### src/rtl/mc_control_unit.sv
// Multicycle control FSM for the 32-bit MIPS-like datapath: fetch, decode and
// 3-5 state sequencing with registered control outputs. Optional macro CTRL_ROTATE_EN enables rolv/rorv.
module mc_control_unit (
  input  logic        clock,
  input  logic        reset_n,
  input  logic [31:0] instr,
  input  logic        aluCond,
  output logic        memToReg,
  output logic        memWrite,
  output logic        branchEnable,
  output logic [4:0]  ALUControl,
  output logic        alu4,
  output logic        alu3,
  output logic        alu2,
  output logic        alu1,
  output logic        alu0,
  output logic        ALUSrc,
  output logic        regDst,
  output logic        regWriteEnable,
  output logic        jump,
  output logic        jumpReg,
  output logic        PCWrite,
  output logic        IorD,
  output logic        IRWrite,
  output logic        ALUSrcA,
  output logic [1:0]  ALUSrcB,
  output logic [1:0]  PCSrc,
  output logic        secondRound
);

  typedef enum logic [3:0] {
    S_FETCH, S_DECODE, S_EXEC, S_RWB, S_EXECI, S_IWB, S_MEMADR,
    S_MEMRD, S_MEMWB, S_MEMWR, S_BRANCH, S_JUMP, S_JR
  } state_e;

  typedef enum logic [2:0] {
    C_RALU, C_LW, C_SW, C_NORI, C_BLEU, C_JAL, C_JR, C_ILLEGAL
  } iclass_e;

  typedef struct packed {
    logic       mem_to_reg;
    logic       mem_write;
    logic       branch_en;
    logic [4:0] alu_ctrl;
    logic       reg_dst;
    logic       reg_we;
    logic       jump;
    logic       jump_reg;
    logic       pc_write;
    logic       iord;
    logic       ir_write;
    logic       alu_src_a;
    logic [1:0] alu_src_b;
    logic [1:0] pc_src;
    logic       second_round;
  } ctrl_t;

  localparam logic [4:0] ALU_ADD  = 5'b00000;
  localparam logic [4:0] ALU_AND  = 5'b00001;
  localparam logic [4:0] ALU_NOR  = 5'b00010;
  localparam logic [4:0] ALU_NOT  = 5'b00011;
  localparam logic [4:0] ALU_ROL  = 5'b00100;
  localparam logic [4:0] ALU_ROR  = 5'b00101;
  localparam logic [4:0] ALU_BLEU = 5'b00110;

  localparam logic [1:0] SRCB_RD2 = 2'b00;
  localparam logic [1:0] SRCB_4   = 2'b01;
  localparam logic [1:0] SRCB_IMM = 2'b10;

  localparam logic [1:0] PCSRC_ALU  = 2'b00;
  localparam logic [1:0] PCSRC_JMP  = 2'b10;
  localparam logic [1:0] PCSRC_BRCH = 2'b11;

  state_e  state_q, state_d;
  ctrl_t   ctrl_q, ctrl_d;
  logic    started_q, started_d;
  iclass_e iclass;
  logic [4:0] r_alu_op;

  logic [5:0] op;
  logic [5:0] funct;
  logic       unused_instr_bits;

  assign op    = instr[31:26];
  assign funct = instr[5:0];
  assign unused_instr_bits = ^instr[25:6];

  // Instruction classification; only meaningful while instr holds the IR.
  always_comb begin
    // NOTE: every always_comb output gets a default first so no path leaves it
    // unassigned, which would otherwise infer a latch.
    iclass   = C_ILLEGAL;
    r_alu_op = ALU_ADD;
    case (op)
      6'b000000: begin
        case (funct)
          6'b100000: begin iclass = C_RALU; r_alu_op = ALU_ADD; end
          6'b100100: begin iclass = C_RALU; r_alu_op = ALU_AND; end
          6'b100111: begin iclass = C_RALU; r_alu_op = ALU_NOR; end
          6'b100110: begin iclass = C_RALU; r_alu_op = ALU_NOT; end
`ifdef CTRL_ROTATE_EN
          6'b000100: begin iclass = C_RALU; r_alu_op = ALU_ROL; end
          6'b000110: begin iclass = C_RALU; r_alu_op = ALU_ROR; end
`endif
          6'b001000: iclass = C_JR;
          default:   iclass = C_ILLEGAL;
        endcase
      end
      6'b100011: iclass = C_LW;
      6'b101011: iclass = C_SW;
      6'b001101: iclass = C_NORI;
      6'b000111: iclass = C_BLEU;
      6'b000011: iclass = C_JAL;
      default:   iclass = C_ILLEGAL;
    endcase
  end

  // Control word for a state; the outputs are registered alongside the state,
  // so this is evaluated on the state being entered.
  function automatic ctrl_t state_ctrl(input state_e s, input logic [4:0] exec_op);
    ctrl_t c;
    c = '0;
    c.second_round = (s != S_FETCH);
    case (s)
      S_FETCH: begin
        c.ir_write  = 1'b1;
        c.alu_src_b = SRCB_4;
        c.alu_ctrl  = ALU_ADD;
        c.pc_src    = PCSRC_ALU;
        c.pc_write  = 1'b1;
      end
      S_EXEC: begin
        c.alu_src_a = 1'b1;
        c.alu_src_b = SRCB_RD2;
        c.alu_ctrl  = exec_op;
      end
      S_RWB: begin
        c.reg_dst = 1'b1;
        c.reg_we  = 1'b1;
      end
      S_EXECI: begin
        c.alu_src_a = 1'b1;
        c.alu_src_b = SRCB_IMM;
        c.alu_ctrl  = ALU_NOR;
      end
      S_IWB:    c.reg_we = 1'b1;
      S_MEMADR: begin
        c.alu_src_a = 1'b1;
        c.alu_src_b = SRCB_IMM;
        c.alu_ctrl  = ALU_ADD;
      end
      S_MEMRD:  c.iord = 1'b1;
      S_MEMWB: begin
        c.mem_to_reg = 1'b1;
        c.reg_we     = 1'b1;
      end
      S_MEMWR: begin
        c.iord      = 1'b1;
        c.mem_write = 1'b1;
      end
      // PCWrite for a branch depends on this cycle's compare and is gated at the output.
      S_BRANCH: begin
        c.alu_src_a = 1'b1;
        c.alu_src_b = SRCB_RD2;
        c.alu_ctrl  = ALU_BLEU;
        c.branch_en = 1'b1;
        c.pc_src    = PCSRC_BRCH;
      end
      S_JUMP: begin
        c.jump     = 1'b1;
        c.pc_src   = PCSRC_JMP;
        c.pc_write = 1'b1;
        c.reg_we   = 1'b1;
      end
      S_JR: begin
        c.jump_reg = 1'b1;
        c.pc_src   = PCSRC_JMP;
        c.pc_write = 1'b1;
      end
      default: ;
    endcase
    return c;
  endfunction

  always_comb begin
    started_d = 1'b1;
    state_d   = state_q;
    if (!started_q) begin
      // First edge after reset only raises the FETCH controls.
      state_d = S_FETCH;
    end else begin
      case (state_q)
        S_FETCH:  state_d = S_DECODE;
        S_DECODE: begin
          case (iclass)
            C_RALU:  state_d = S_EXEC;
            C_LW,
            C_SW:    state_d = S_MEMADR;
            C_NORI:  state_d = S_EXECI;
            C_BLEU:  state_d = S_BRANCH;
            C_JAL:   state_d = S_JUMP;
            C_JR:    state_d = S_JR;
            default: state_d = S_FETCH;
          endcase
        end
        S_EXEC:   state_d = S_RWB;
        S_EXECI:  state_d = S_IWB;
        S_MEMADR: state_d = (iclass == C_LW) ? S_MEMRD : S_MEMWR;
        S_MEMRD:  state_d = S_MEMWB;
        default:  state_d = S_FETCH;
      endcase
    end
    ctrl_d = state_ctrl(state_d, r_alu_op);
  end

  always_ff @(posedge clock or negedge reset_n) begin
    if (!reset_n) begin
      // NOTE: the control word is reset too, so every enable drops the moment
      // reset_n falls and an in-flight write is aborted.
      state_q   <= S_FETCH;
      ctrl_q    <= '0;
      started_q <= 1'b0;
    end else begin
      // NOTE: non-blocking so all state flops update together from this edge's values.
      state_q   <= state_d;
      ctrl_q    <= ctrl_d;
      started_q <= started_d;
    end
  end

  assign memToReg       = ctrl_q.mem_to_reg;
  assign memWrite       = ctrl_q.mem_write;
  assign branchEnable   = ctrl_q.branch_en;
  assign ALUControl     = ctrl_q.alu_ctrl;
  assign {alu4, alu3, alu2, alu1, alu0} = ctrl_q.alu_ctrl;
  assign ALUSrc         = (ctrl_q.alu_src_b == SRCB_IMM);
  assign regDst         = ctrl_q.reg_dst;
  assign regWriteEnable = ctrl_q.reg_we;
  assign jump           = ctrl_q.jump;
  assign jumpReg        = ctrl_q.jump_reg;
  assign PCWrite        = ctrl_q.pc_write | (ctrl_q.branch_en & aluCond);
  assign IorD           = ctrl_q.iord;
  assign IRWrite        = ctrl_q.ir_write;
  assign ALUSrcA        = ctrl_q.alu_src_a;
  assign ALUSrcB        = ctrl_q.alu_src_b;
  assign PCSrc          = ctrl_q.pc_src;
  assign secondRound    = ctrl_q.second_round;

endmodule

### config.mk
export PLATFORM = sky130hd
export DESIGN_NAME = mc_control_unit
export DESIGN_NICKNAME = d
export VERILOG_FILES = /design/src/rtl/mc_control_unit.sv
export SDC_FILE = /design/constraint.sdc
export NUM_CORES = 1
export LEC_CHECK = 0
export CAP_MARGIN = 20
export CORE_UTILIZATION = 41
export CTS_CLUSTER_SIZE = 10
export DETAILED_ROUTE_END_ITERATION = 8
export PLACE_DENSITY = 0.8
export SETUP_SLACK_MARGIN = 0.02
export SYNTH_ARGS = -nofsm -noshare
export SYNTH_HDL_FRONTEND = slang
export SYNTH_SLANG_ARGS = --single-unit
export TNS_END_PERCENT = 10
### constraint.sdc
create_clock -name clock -period 2.6 [get_ports clock]
set_input_delay 0.52 -clock clock [delete_from_list [all_inputs] [get_ports clock]]
set_output_delay 0.52 -clock clock [all_outputs]
set_load 0.03 [all_outputs]
==> results.py <==
metrics = {
    "cts": {
        "cts_buffers": 3,
        "htree_levels": 1,
        "clkSlewWorstSetupHoldPaths_ns": 0.12,
        "clkSinkCount": 22,
        "clkLatencyLatePin_ns": 0.33,
        "clockBufferDepth": 2,
        "cts_tree": "done",
        "root_buffer": "clkbuf_4",
        "cts_hold_buffers": 0,
    },
    "die": {
        "die_w_um": 58.58,
        "dieHeight_um": 58.58,
        "dieArea_um2": 3432,
        "rows": 20,
        "start_util_pct": 42.99,
        "io-pin-count": 62,
        "core_area_um2": 3053,
    },
    "routing": {
        "top_layer": "met4",
        "wl_um": 2840,
        "route.vias.total": 1120,
        "drc_errors": 0,
        "vias_per_cell": 4.912,
        "route.met3.wl_um": 90,
        "dr_wl_met2_um": 1567,
        "drtAntennaViolNets": 0,
        "wl_per_cell_um": 12.46,
        "first_pass_iters": 4,
        "first_iter_violations": 14,
        "wl_met1_um": 1107,
    },
    "job": {
        "drv_cap": 0,
    },
    "logic_synthesis": {
        "synth_commonest_cells": "22 x dfrtp_1, 16 x nor2_1, 12 x buf_4",
        "synthesis.area_um2": 1313,
        "ys_warn_count": 0,
        "synth_adder_area_share_pct": 0,
        "synth_ff_type": "dfrtp_1",
        "synth_xor_area_share_pct": 0.6673,
        "synth.yosys.seq_area_share_pct": 41.94,
        "synthCells": 132,
        "synth_cell_types": 47,
        "syn_avg_cell_area_um2": 9.943,
        "yosys.area_share.simple_pct": 27.65,
        "synth_compound_area_share_pct": 18.88,
        "synth_top_area_share_pct": 41.94,
        "yosys.area.top_type": "dfrtp_1",
        "synth_seq_cells": 22,
        "muxShareOfSynthArea_pct": 0.7626,
        "synth_top_family_by_area": "simple AND/OR/NAND/NOR gates",
        "yosysMostFrequentCell": "dfrtp_1",
        "synth-edff-count": 0,
        "synth_area_leaders": "dfrtp_1 42%, buf_4 6.9%, nor2_1 4.6%",
        "async_reset_ff_share_pct": 100.0,
    },
    "worst_setup_path": {
        "cp_top_family": "compound AO/OA/AOI/OAI gates",
        "cp_data_required_time_ns": 2.83,
        "critPathBufInv": 3,
        "slowest_delay_ns": 0.47,
        "end_kind": "flop",
        "path_class": "input port to flop",
        "cp_max_fo": 6,
        "path_cells": "clkdlybuf4s50_1 -> nor3b_2 -> o21ai_1 -> buf_4 -> a211oi_1 -> o21bai_1 -> a31oi_4 -> buf_4 -> a21o_2 -> a211o_1",
        "crit_arrival_ns": 2.75,
        "crit_slowest_cell": "clkdlybuf4s50_1",
        "critPathMostFrequentCell": "buf_4",
        "start_kind": "input port",
    },
    "grt": {
        "grt_overflow": 0,
        "grt_max_degree": 23,
        "grt_pass1_vias": 1080,
        "grt_pass1_wl_um": 4519,
        "antenna_found_initial": 0,
        "track_usage_pct": 17.82,
    },
    "layout": {
        "area_growth_pct": 43.18,
        "fill_cells": 272,
        "fin_area_um2": 1879,
        "fin_nets": 220,
        "top_register": "state_q",
        "diodes": 0,
        "largest_reg_flops": 4,
        "final_cell_count_no_fill": 228,
        "drive_above_1_share_pct": 23.37,
    },
    "placed_design": {
        "place_ws_ns": -0.3565,
        "globalplace.congestion": 0.8762,
        "post-place-cells": 223,
        "hpwl_um": 2251,
        "io_buffer_count": 37,
        "placed_area_um2": 1797,
    },
    "timing": {
        "rsz0062_at_grt": "true",
        "finalHoldViolations": 0,
        "min_period_over_period_pct": 96.92,
        "tns_ns": 0,
        "final.min_clock_period_ns": 2.520,
        "slew_viol_final": 0,
        "finalClockSkew_ns": 0.001058,
        "setup_viol": 0,
        "fmax_mhz": 396.9,
        "fin_ws_ns": 0.08017,
    },
    "power_and_ir_drop": {
        "pwr_density_cell_nw_per_um2": 423.1,
        "power_uw": 795.2,
        "p_leak_uw": 0.0008499,
        "vdd_ir_drop_max_v": 0.0002028,
    },
    "hold_path": {
        "hp-class": "input port to asynchronous set/reset pin",
    },
    "run_status": {
        "status": "completed",
    },
}
report_power, final:
group	total [uW]	switching, uW	internal [uW]
Sequential	359	6.20	353
Clock	268	111	156
Combinational	168	91.0	77.1
Total	795	209	587
cells by family after synthesis:
| logic type | after synthesis |
|---|---|
| AOI/OAI and AO/OA | 28 |
| xor gates and xnor gates | 1 |
| buffers and inverters | 17 |
| DFF | 22 |
| muxes | 1 |
| other | 2 |
| and+or+nand+nor | 61 |
worst reg2reg max path: cells and delay by family (launching register included):
kind                   cells  cell delay, ns
AO/OA/AOI/OAI              2            0.54
AND/OR/NAND/NOR            3            0.58
buffers and inverters      1            0.20
flip-flops                 1            0.46
layer usage:
metal / track usage (%) / vias to the layer above
met5: 0 / -
met4: 10.88 / 0
met3: 1.758 / 7
met2: 34.98 / 36
met1: 17.86 / 519
li1: - / 558
metrics by stage:
step | hold WS, ns | utilization [%]
5_1_grt | 0.5522 | 61.56
4_1_cts | 0.5391 | 60.86
2_1_floorplan | 0.2244 | -
3_3_place_gp | 0.6784 | 58.85
6_report | 0.5235 | 61.56
3_5_place_dp | 0.6998 | 58.85
path summary, 6_finish.rpt:
kind / endpoint / depth (start not counted) / startpoint / slack [ns]
worst max-delay path: ctrl_q[8] / 10 / instr[5] / 0.08
worst min-delay path: IRWrite / 2 / reset_n / 0.52
worst max register to register: regWriteEnable / 6 / state_q[1] / 0.72
worst min register to register: state_q[0] / 1 / started_q / 0.73
max in group asynchronous: state_q[0] / 2 / reset_n / 1.86
min in group clock: state_q[0] / 1 / started_q / 0.73
cell usage in the layout, fill, tap and decap left out, types with 2 or more instances in the layout:
cell / n
a211oi_1: 2
a21oi_1: 5
a31oi_4: 2
and2_1: 9
and3_1: 2
buf_4: 23
clkbuf_4: 3
clkdlybuf4s50_1: 33
conb_1: 5
dfrtp_1: 22
dlymetal6s2s_1: 4
inv_1: 2
nand2_1: 9
nand3_1: 2
nor2_1: 15
nor2b_1: 2
nor3_1: 7
o21ai_0: 3
o21ai_1: 2
area by class of cell:
type                       instances  area [um2]  share of cell area, %
timing repair buffer              60       553.0                  29.43
sequential                        22       550.5                  29.29
clock inverter                     1       30.03                  1.598
multi-input combinational         96       660.6                  35.15
inverter                           2       7.507                 0.3995
tap                               44       55.05                  2.929
clock buffer                       3       22.52                  1.198
repair_timing:
action,CTS,global route
gates resized for setup,2,5
pin swaps,0,1
setup endpoints to repair,2,11
setup buffers,0,1
No activity file was read; power rests on OpenSTA's default activity.
